### src/rtl/clk_ctrl_pkg.sv
// Shared clock-control definitions: switch-sequencer state encoding and timer width.
package clk_ctrl_pkg;

  localparam int unsigned CNT_W = 8;

  typedef enum logic [2:0] {
    IDLE     = 3'd0,
    GATE_OFF = 3'd1,
    SWITCH   = 3'd2,
    SETTLE   = 3'd3,
    GATE_ON  = 3'd4
  } state_t;

endpackage

### src/rtl/clock_switch_timer.sv
// Down-counting wait timer: loads on state entry, stops at zero, flags the final cycle.
module clock_switch_timer
  import clk_ctrl_pkg::*;
(
  input  logic             clk,
  input  logic             rst,
  input  logic             load,
  input  logic [CNT_W-1:0] load_val,
  output logic             expired
);

  logic [CNT_W-1:0] cnt;

  always_ff @(posedge clk or posedge rst) begin
    if (rst) begin
      cnt <= '0;
    end else if (load) begin
      cnt <= load_val;
    end else if (cnt != '0) begin
      cnt <= cnt - CNT_W'(1);
    end
  end

  // A load of N keeps the owning state for exactly N cycles.
  assign expired = (cnt <= CNT_W'(1));

endmodule

### src/rtl/clock_switch_seq.sv
// Glitch-free clock switch sequencer: gate off, move mux select, settle, gate on.
module clock_switch_seq
  import clk_ctrl_pkg::*;
#(
  parameter int unsigned NUM_CLOCKS    = 4,
  parameter int unsigned NUM_CLOCK_SEL = 2,
  parameter int unsigned DEFAULT_SEL   = 0,
  parameter int unsigned OFF_CYCLES    = 4,
  parameter int unsigned SETTLE_CYCLES = 4
) (
  input  logic                     clk,
  input  logic                     rst,
  input  logic                     req_valid,
  input  logic [NUM_CLOCK_SEL-1:0] req_sel,
  output logic                     req_ready,
  output logic                     done,
  output logic                     err,
  output logic [NUM_CLOCK_SEL-1:0] clk_sel,
  output logic [NUM_CLOCKS-1:0]    clk_en,
  output logic                     busy,
  output logic [NUM_CLOCK_SEL-1:0] cur_sel
);

  if (NUM_CLOCKS < 2 || NUM_CLOCKS > 8) begin : g_bad_num_clocks
    $error("NUM_CLOCKS must be in 2..8");
  end
  if (NUM_CLOCK_SEL != $clog2(NUM_CLOCKS)) begin : g_bad_sel_width
    $error("NUM_CLOCK_SEL must equal clog2(NUM_CLOCKS)");
  end
  if (DEFAULT_SEL >= NUM_CLOCKS) begin : g_bad_default
    $error("DEFAULT_SEL must be below NUM_CLOCKS");
  end
  if (OFF_CYCLES < 1 || OFF_CYCLES > 255) begin : g_bad_off
    $error("OFF_CYCLES must be in 1..255");
  end
  if (SETTLE_CYCLES < 1 || SETTLE_CYCLES > 255) begin : g_bad_settle
    $error("SETTLE_CYCLES must be in 1..255");
  end

  localparam logic [NUM_CLOCK_SEL-1:0] DEF_SEL = NUM_CLOCK_SEL'(DEFAULT_SEL);
  localparam logic [NUM_CLOCKS-1:0]    DEF_EN  = NUM_CLOCKS'(1) << DEFAULT_SEL;

  state_t                   state, state_nx;
  logic [NUM_CLOCK_SEL-1:0] target;
  logic                     accept, in_range, same_sel;
  logic                     load, expired;
  logic [CNT_W-1:0]         load_val;

  assign req_ready = (state == IDLE);
  assign busy      = (state != IDLE);
  assign accept    = req_valid && req_ready;
  assign in_range  = (32'(req_sel) < NUM_CLOCKS);
  assign same_sel  = (req_sel == cur_sel);

  clock_switch_timer u_timer (
    .clk      (clk),
    .rst      (rst),
    .load     (load),
    .load_val (load_val),
    .expired  (expired)
  );

  always_ff @(posedge clk or posedge rst) begin
    if (rst) state <= IDLE;
    else     state <= state_nx;
  end

  // Next state and timer loads; the timer is loaded on entry to each wait state.
  always_comb begin
    state_nx = state;
    load     = 1'b0;
    load_val = '0;
    case (state)
      IDLE: begin
        if (accept && in_range && !same_sel) begin
          state_nx = GATE_OFF;
          load     = 1'b1;
          load_val = CNT_W'(OFF_CYCLES);
        end
      end
      GATE_OFF: if (expired) state_nx = SWITCH;
      SWITCH: begin
        state_nx = SETTLE;
        load     = 1'b1;
        load_val = CNT_W'(SETTLE_CYCLES);
      end
      SETTLE:   if (expired) state_nx = GATE_ON;
      GATE_ON:  state_nx = IDLE;
      default:  state_nx = IDLE;
    endcase
  end

  // Registered mux select, gate enables and completion pulses.
  always_ff @(posedge clk or posedge rst) begin
    if (rst) begin
      target  <= DEF_SEL;
      clk_sel <= DEF_SEL;
      cur_sel <= DEF_SEL;
      clk_en  <= DEF_EN;
      done    <= 1'b0;
      err     <= 1'b0;
    end else begin
      done <= 1'b0;
      err  <= 1'b0;
      case (state)
        IDLE: begin
          if (accept) begin
            target <= req_sel;
            if (!in_range) begin
              done <= 1'b1;
              err  <= 1'b1;
            end else if (same_sel) begin
              done <= 1'b1;
            end else begin
              clk_en <= '0;
            end
          end
        end
        SWITCH:  clk_sel <= target;
        GATE_ON: begin
          clk_en  <= NUM_CLOCKS'(1) << target;
          cur_sel <= target;
          done    <= 1'b1;
        end
        default: ;
      endcase
    end
  end

endmodule

### config.mk
export PLATFORM = sky130hd
export DESIGN_NAME = clock_switch_seq
export DESIGN_NICKNAME = d
export VERILOG_FILES = /design/src/rtl/clk_ctrl_pkg.sv /design/src/rtl/clock_switch_timer.sv /design/src/rtl/clock_switch_seq.sv
export SDC_FILE = /design/constraint.sdc
export NUM_CORES = 1
export LEC_CHECK = 0
export CORE_MARGIN = 5
export CORE_UTILIZATION = 46
export CTS_CLUSTER_DIAMETER = 200
export CTS_CLUSTER_SIZE = 28
export DETAILED_ROUTE_END_ITERATION = 10
export PLACE_DENSITY = 0.73
export SYNTH_ARGS = -nofsm -noshare
export SYNTH_HDL_FRONTEND = slang
export SYNTH_SLANG_ARGS = --single-unit
### constraint.sdc
create_clock -name clk -period 1.5 [get_ports clk]
set_input_delay 0.3 -clock clk [delete_from_list [all_inputs] [get_ports clk]]
set_output_delay 0.3 -clock clk [all_outputs]
set_load 0.005 [all_outputs]
==> results.yml, run 1 <==
route:
  wire_per_inst_um: 15.0
  vias: 847
  drc: 0
  ant_nets: 0
  drtPass1Iterations: 2
  drt_iter0_drc: 14
  wl_um: 2470
  viasPerCell: 5.13
logic_synthesis:
  synth_top_area_frac: 0.486
  synth_common_cells: "dfrtp_1 (21), nor2_1 (13), nand2_1 (9)"
  synthCells: 102
  ys_ff_latch: 22
  ys.flop_type: "dfrtp_1"
  ys_warn_count: 0
  synth_cell_types: 39
  ys_seq_area_frac: 0.510
  async_reset_ff_frac: 1.00
  synth_top_area_cell: "dfrtp_1"
  synth_edf_count: 0
  syn_area_per_cell_um2: 10.6
  synth.area.top_cells: "dfrtp_1 (49%), nor2_1 (4.5%), ha_1 (3.5%)"
  synth_area_um2: 1080
  synthesis.nets: 110
  post-synth-top-count-cell: "dfrtp_1"
timing:
  tns_ns: -0.0904
  period_needed_ns: 1.55
  fin_ws_ns: -0.0491
  fin_skew_ns: 0.00102
  rsz0062_at_grt: "yes"
  post-route-period-util: 1.03
  maxSlewViolCount: 0
  fmax_ghz: 0.646
  hold_viol: 0
  setup_viol: 2
  timing.hold.ws_ns: 0.193
cts:
  htree_levels: 1
  cts-root-buf: "clkbuf_4"
  cts.sinks: 22
  cts.path.max_buffers: 2
  cts_buffers: 3
  cts_tree: "done"
  clock_latency_ns: 0.30
  clkTransAtPathRegs_ns: 0.12
status:
  violations: "setup timing"
  status: "complete, but fails checks"
layout:
  register_area_um2: 552
  finalNetCount: 146
  diodes: 0
  drive_above_1_share: 0.358
  fin_area_um2: 1510
  multi_input_area_um2: 564
  fillers: 183
  syn_to_final_growth_pct: 39.7
  instances_no_fill: 165
pwr:
  finalPower_mw: 2.71
  power_frac_comb: 0.500
  switching_share: 0.370
  p_int_mw: 1.71
  p_switching_mw: 1.00
  vdd_drop_max_uv: 1020
  p_leak_nw: 0.771
  pwr-share-clk: 0.117
  power.density_nw_per_um2: 1800
  seq_power_share: 0.383
critical_path:
  worstPathArrival_ns: 1.25
  required_ns: 1.20
  cp_max_fo: 2
  worstSetupPathType: "reg2out"
  r2r_setup_slack_ns: 0.04
  crit_path_start_kind: "flip-flop"
  end_kind: "output pin"
floorplan:
  rows: 17
  dieArea_um2: 3420
  initial_core_util: 0.484
  pin_count: 17
  coreArea_um2: 2230
  die_height_um: 58.5
  die_w_um: 58.5
global_route:
  grt_overflow: 0
  grt_pass1_vias: 886
  grt_pass1_wl_um: 3920
  grt_start_max_net_pins: 13
  antenna_found_initial: 0
  grt_usage: 0.150
worst_hold_path:
  hp-class: "in2async"
placed_design:
  dpl.cell_count: 156
  routabilityCongestion: 0.759
  portBuffers: 15
  placed_cell_area_um2: 1350
  hpwlAfterDp_um: 1790
flow_run:
  maxCapViolCount: 0
-- registers in the layout (all words and copies together) (netlist names) --
register     cells
clk_sel          2
clk_en           4
u_timer.cnt      8
done             1
cur_sel          2
state            3
target           2
-- final timing paths --
check,cells after the start,end,from
setup / recovery,3,req_ready,state[0]
hold reg to reg,1,clk_en[1],clk_en[1]
min in group clk,1,clk_en[1],clk_en[1]
setup reg to reg,6,u_timer.cnt[4],u_timer.cnt[0]
hold / removal,2,u_timer.cnt[5],rst
max in group asynchronous,3,clk_en[0],rst
-- final cells by class --
class | count | share of cell area
inverters | 6 | 0.0166
multi-input cells | 71 | 0.374
repair buffers | 34 | 0.197
clock buffers | 4 | 0.0240
well taps | 28 | 0.0232
flip-flops and latches | 22 | 0.365
-- metal layers --
layer	track usage	part of all wire
met1	0.178	0.45
met2	0.255	0.50
met3	0.0373	0.030
met4	0.0662	0.017
met5	0	0
-- repair_timing --
item	in CTS	in global routing
hold buffers	0	0
gates resized for setup	20	18
pin swaps	2	2
buffers inserted	5	0
endpoints found under the setup margin	11	17
-- cells by family (layout without fill, tap and decap cells) --
logic type / Yosys count / after routing / share of synthesized area
buffers and inverters: 9 / 44 / 0.0440
AND/OR/NAND/NOR: 41 / 41 / 0.206
XOR/XNOR: 4 / 4 / 0.0324
multiplexers: 6 / 6 / 0.0671
adder cells (fa/ha/maj): 3 / 3 / 0.0347
flip-flops: 22 / 22 / 0.510
AO/OA/AOI/OAI: 16 / 16 / 0.102
other: 1 / 1 / 0.00347
-- metrics by stage --
step / setup slack [ns] / util
finish: -0.0491 / 0.676
global route: -0.121 / 0.676
CTS: -0.157 / 0.651
detailed placement: -0.197 / 0.603
global placement: -0.171 / 0.603
floorplan: 0.0161 / -
-- layout by cell type, fill, tap and decap left out, types with 3 or more instances in the layout --
cell type,n
inv_1,3
a21oi_1,4
dlymetal6s2s_1,4
buf_4,18
nand2_1,8
nor2_1,12
clkdlybuf4s50_1,5
dfrtp_1,21
dlygate4sd2_1,4
nor3_1,4
clkbuf_4,3
-- critical path, cell delays in order (launching register included) --
cell and delay (ns):
dfrtp_1 0.40, or3_4 0.41, inv_4 0.06, buf_6 0.08
-- power by group through the flow --
stage                     Sequential [mW]  Combinational, mW  Clock [mW]
after floorplan                     0.998              0.634           0
after global placement               1.01               1.06           0
after detailed placement             1.03               1.10           0
after CTS                            1.01               1.26       0.332
after global routing                 1.07               1.49       0.357
final                                1.04               1.36       0.318
Note: power is estimated with default switching activity, not from simulation.
==> run 2: changes to the inputs <==
- GPL_TIMING_DRIVEN: default -> 0
==> run 2 against run 1 <==
Net effect: the flow still finishes with violations (setup timing); via count increased by 2.7%; first-iteration DRC count rose by 29%; sequential share of layout area increased by 0.63 points; non-clock buffer count shrank 4; worst setup slack got worse by 0.024 ns; flip-flop and latch count unchanged; die area did not move; highest routed layer unchanged.
==> results.yml, run 2 (synthesis gave the netlist of run 1 again) <==
status:
  status: "complete, but fails checks"
  violations: "setup timing"
critical_path:
  crit_path_start: "state[0]"
  r2r_setup_slack_ns: 0.01
  reg2reg_from: "u_timer.cnt[0]"
  worstSetupPathType: "reg2out"
  required_ns: 1.20
  crit_path_start_kind: "flip-flop"
  worstPathArrival_ns: 1.27
  r2r_end: "u_timer.cnt[4]"
  endpoint: "req_ready"
  ff2ff_path_depth: 6
  end_kind: "output pin"
  cp_max_fo: 2
floorplan:
  die_w_um: 58.5
  rows: 17
  coreArea_um2: 2230
  die_height_um: 58.5
  dieArea_um2: 3420
  pin_count: 17
  initial_core_util: 0.484
placed_design:
  placed_cell_area_um2: 1270
  portBuffers: 15
  hpwlAfterDp_um: 1570
  routabilityCongestion: 0.738
  dpl.cell_count: 145
cts:
  cts.path.max_buffers: 2
  cts_tree: "done"
  cts.sinks: 22
  hold_buffers: 0
  clock_latency_ns: 0.32
  clkTransAtPathRegs_ns: 0.13
  cts_buffers: 3
  cts-root-buf: "clkbuf_4"
  htree_levels: 1
timing:
  timing.hold.ws_ns: 0.426
  setup_viol: 2
  fmax_ghz: 0.636
  period_needed_ns: 1.57
  maxSlewViolCount: 0
  fin_ws_ns: -0.0732
  post-route-period-util: 1.05
  fin_skew_ns: 0.00286
  rsz0062_at_grt: "yes"
  worstMarginPinSlew_ns: 0.822
  max-slew-margin-rel: 0.451
  hold_viol: 0
layout:
  syn_to_final_growth_pct: 38.0
  reg_top3: "u_timer.cnt x8, clk_en x4, state x3"
  fin_area_um2: 1490
  final_cell_mix: "dfrtp_1 (19), buf_4 (15), nor2_1 (11)"
  top_register: "u_timer.cnt"
  fillers: 168
  finalNetCount: 142
  diodes: 0
  multi_input_area_um2: 559
  drive_above_1_share: 0.353
  final_common_cell: "dfrtp_1"
  instances_no_fill: 161
  largest_reg_flops: 8
  register_area_um2: 554
global_route:
  antenna_found_initial: 0
  grt_pass1_vias: 878
  grt_overflow: 0
  grt_start_max_net_pins: 23
  grt_pass1_wl_um: 3920
  grt_usage: 0.152
route:
  wl_um: 2460
  drt_iter0_drc: 18
  vias: 870
  wire_per_inst_um: 15.3
  drtPass1Iterations: 4
  drc: 0
  viasPerCell: 5.40
  ant_nets: 0
worst_hold_path:
  hp-class: "in2async"
pwr:
  finalPower_mw: 2.78
  power.density_nw_per_um2: 1870
  p_leak_nw: 0.737
  vdd_drop_max_uv: 969
flow_run:
  maxCapViolCount: 0
[run 2: changes by cell type in the layout (fill, tap and decap cells not counted), sizes merged]
cell,change
dlygate4sd2,+2
bufinv,+1
dlymetal6s2s,-2
buf,-4
inv,-1
clkbuf,-1
clkinv,+1
[run 2: worst max-delay path, cell delays in order (launching register included)]
cell and delay [ns]:
dfrtp_1 0.41, or3_4 0.41, clkinv_4 0.06, buf_6 0.08
[run 2: stage by stage]
step	util	setup slack, ns	setup TNS (ns)
2_1_floorplan	-	0.0161	0
3_3_place_gp	0.567	-0.228	-2.60
3_5_place_dp	0.567	-0.263	-2.77
4_1_cts	0.631	-0.113	-0.215
5_1_grt	0.668	-0.112	-0.313
6_report	0.668	-0.0732	-0.135
[run 2: cell type report]
cell class | instances | share of cell area
multi-input combinational | 71 | 0.375
clock inverter | 1 | 0.0201
clock buffer | 3 | 0.0151
inverter | 6 | 0.0185
sequential | 22 | 0.372
buffer | 1 | 0.00503
timing repair buffer | 29 | 0.171
tap | 28 | 0.0235
[run 2: repair_timing]
action                                  4_1_cts  5_1_grt
endpoints found under the hold margin         0        0
setup buffers                                 9        6
resized for setup                            26       14
pin swaps                                     1        6
endpoints found under the setup margin       14       19
[run 2: power breakdown]
part / internal, mW / leakage [nW] / switching (mW) / total (mW)
Clock: 0.270 / 0.0279 / 0.190 / 0.461
Combinational: 0.686 / 0.435 / 0.596 / 1.28
Sequential: 0.812 / 0.274 / 0.229 / 1.04
Total: 1.77 / 0.737 / 1.02 / 2.78
[run 2: worst min path at each step]
| stage | end |
|---|---|
| final | clk_en[2] |
| after global routing | u_timer.cnt[1] |
| after CTS | clk_en[2] |
| after detailed placement | clk_en[3] |
| after global placement | clk_en[3] |
| after floorplan | clk_en[1] |
[run 2: routing by layer]
layer	part of all wire	GRT usage	wire (um)
met3	0.028	0.0285	68
met5	0	0	0
met2	0.53	0.260	1290
met4	0.022	0.0596	55
met1	0.42	0.188	1040
==> run 3: changes to the inputs <==
- CORE_ASPECT_RATIO: default -> 1.2
- RECOVER_POWER: default -> 25
- TNS_END_PERCENT: default -> 1
==> run 3 against run 2 <==
Net effect: the run still ends with setup timing left; cell count shrank 4.3%; register-to-register slack lost 0.04 ns; first-iteration DRC count shrank 11%; sequential share of layout area grew 3.5 points; clock-buffer cell count grew 1; worst setup slack gained 0.014 ns; critical endpoint is now busy; highest routed layer unchanged.
==> results.yml, run 3 (synthesis gave the netlist of run 1 again) <==
flow_run:
  maxCapViolCount: 0
route:
  vias: 802
  drc: 0
  ant_nets: 0
  drtPass1Iterations: 4
  viasPerCell: 5.21
  drt_iter0_drc: 16
  wl_um: 2240
  wire_per_inst_um: 14.5
pwr:
  p_leak_nw: 0.699
  power.density_nw_per_um2: 1760
  finalPower_mw: 2.39
  vdd_drop_max_uv: 1140
floorplan:
  rows: 19
  die_height_um: 63.1
  die_w_um: 54.3
  pin_count: 17
  coreArea_um2: 2280
  dieArea_um2: 3420
  initial_core_util: 0.474
layout:
  syn_to_final_growth_pct: 26.2
  largest_reg_flops: 8
  top_register: "u_timer.cnt"
  final_common_cell: "dfrtp_1"
  finalNetCount: 132
  final_cell_mix: "dfrtp_1 (19), nor2_1 (13), nand2_1 (8)"
  drive_above_1_share: 0.252
  diodes: 0
  reg_top3: "u_timer.cnt x8, clk_en x4, state x3"
placed_design:
  portBuffers: 15
  hpwlAfterDp_um: 1620
  routabilityCongestion: 0.749
cts:
  cts-root-buf: "clkbuf_4"
  cts.sinks: 22
  htree_levels: 1
  hold_buffers: 0
  clock_latency_ns: 0.30
  cts_tree: "done"
  clkTransAtPathRegs_ns: 0.12
  cts_buffers: 3
  cts.path.max_buffers: 2
worst_hold_path:
  hp-class: "reg2reg"
critical_path:
  worstPathArrival_ns: 1.26
  r2r_setup_slack_ns: -0.03
  cp_max_fo: 2
  crit_path_start_kind: "flip-flop"
  required_ns: 1.20
  end_kind: "output pin"
  worstSetupPathType: "reg2out"
timing:
  rsz0062_at_grt: "yes"
  period_needed_ns: 1.56
  maxSlewViolCount: 0
  fin_skew_ns: 0.00383
  fin_ws_ns: -0.0594
  worstMarginPinSlew_ns: 0.838
  fmax_ghz: 0.641
  hold_viol: 0
  post-route-period-util: 1.04
  max-slew-margin-rel: 0.441
  tns_ns: -0.215
  setup_viol: 6
global_route:
  grt_pass1_vias: 924
  grt_pass1_wl_um: 4050
  grt.busiest_layer: "met2"
  use_met3: 0.0307
  grt_usage: 0.159
  use_met2: 0.278
  grt_overflow: 0
  antenna_found_initial: 0
  grt_start_max_net_pins: 23
  met1_usage: 0.184
status:
  violations: "setup timing"
  status: "complete, but fails checks"
## run 3: cell types whose count changed in the layout (fill, tap and decap cells not counted), sizes merged, moves of 2 or more
cell | before | now
dlygate4sd2 | 6 | 4
clkdlybuf4s50 | 5 | 3
buf | 17 | 7
dlygate4sd3 | 0 | 2
dlymetal6s2s | 2 | 4
## run 3: metal layers
layer	up-vias	wire length, um	part of all wire
met4	0	16	0.0071
met1	399	943	0.42
met3	2	55	0.025
met2	14	1220	0.55
li1	387	-	-
met5	-	0	0
## run 3: final cells by class
cell class / count / area (um2)
Buffer: 1 / 7.51
Clock buffer: 4 / 36.3
Fill cell: 201 / 918
Inverter: 6 / 27.5
Multi-Input combinational cell: 71 / 518
Sequential cell: 22 / 554
Tap cell: 31 / 38.8
Timing Repair Buffer: 19 / 181
## run 3: path summary, 6_finish.rpt
path / cells after the start / from / endpoint
setup / recovery: 2 / state[1] / busy
hold / removal: 1 / clk_en[3] / clk_en[3]
setup reg to reg: 6 / u_timer.cnt[1] / u_timer.cnt[4]
hold reg to reg: 1 / clk_en[3] / clk_en[3]
max in group asynchronous: 2 / rst / state[1]
min in group asynchronous: 2 / rst / clk_en[2]
## run 3: timing repair
| action | 4_1_cts | 5_1_grt |
|---|---|---|
| resized for setup | 21 | 9 |
| buffers inserted | 4 | 0 |
| pin swaps | 1 | 2 |
| setup endpoints to repair | 11 | 15 |
## run 3: per-stage QoR
| stage | area, um2 | instances | hold WS (ns) | utilization | worst slack, ns |
|---|---|---|---|---|---|
| after global routing | 1360 | 154 | 0.544 | 0.598 | -0.126 |
| final | 1360 | 154 | 0.503 | 0.598 | -0.0594 |
| after global placement | 1270 | 148 | 0.470 | 0.556 | -0.240 |
| after CTS | 1350 | 155 | 0.470 | 0.590 | -0.138 |
| after detailed placement | 1270 | 148 | 0.473 | 0.556 | -0.259 |
| after floorplan | 1080 | 102 | 0.288 | - | 0.0161 |
## run 3: worst max-delay path: stages, from the launching register on
cell and delay, ns:
dfrtp_2 0.43, or3_4 0.39, buf_2 0.14
## run 3: power by group
part	leakage, nW	internal (mW)	total, mW	switching, mW
Sequential	0.275	0.812	1.05	0.243
Clock	0.0210	0.148	0.326	0.178
Combinational	0.403	0.534	1.01	0.479
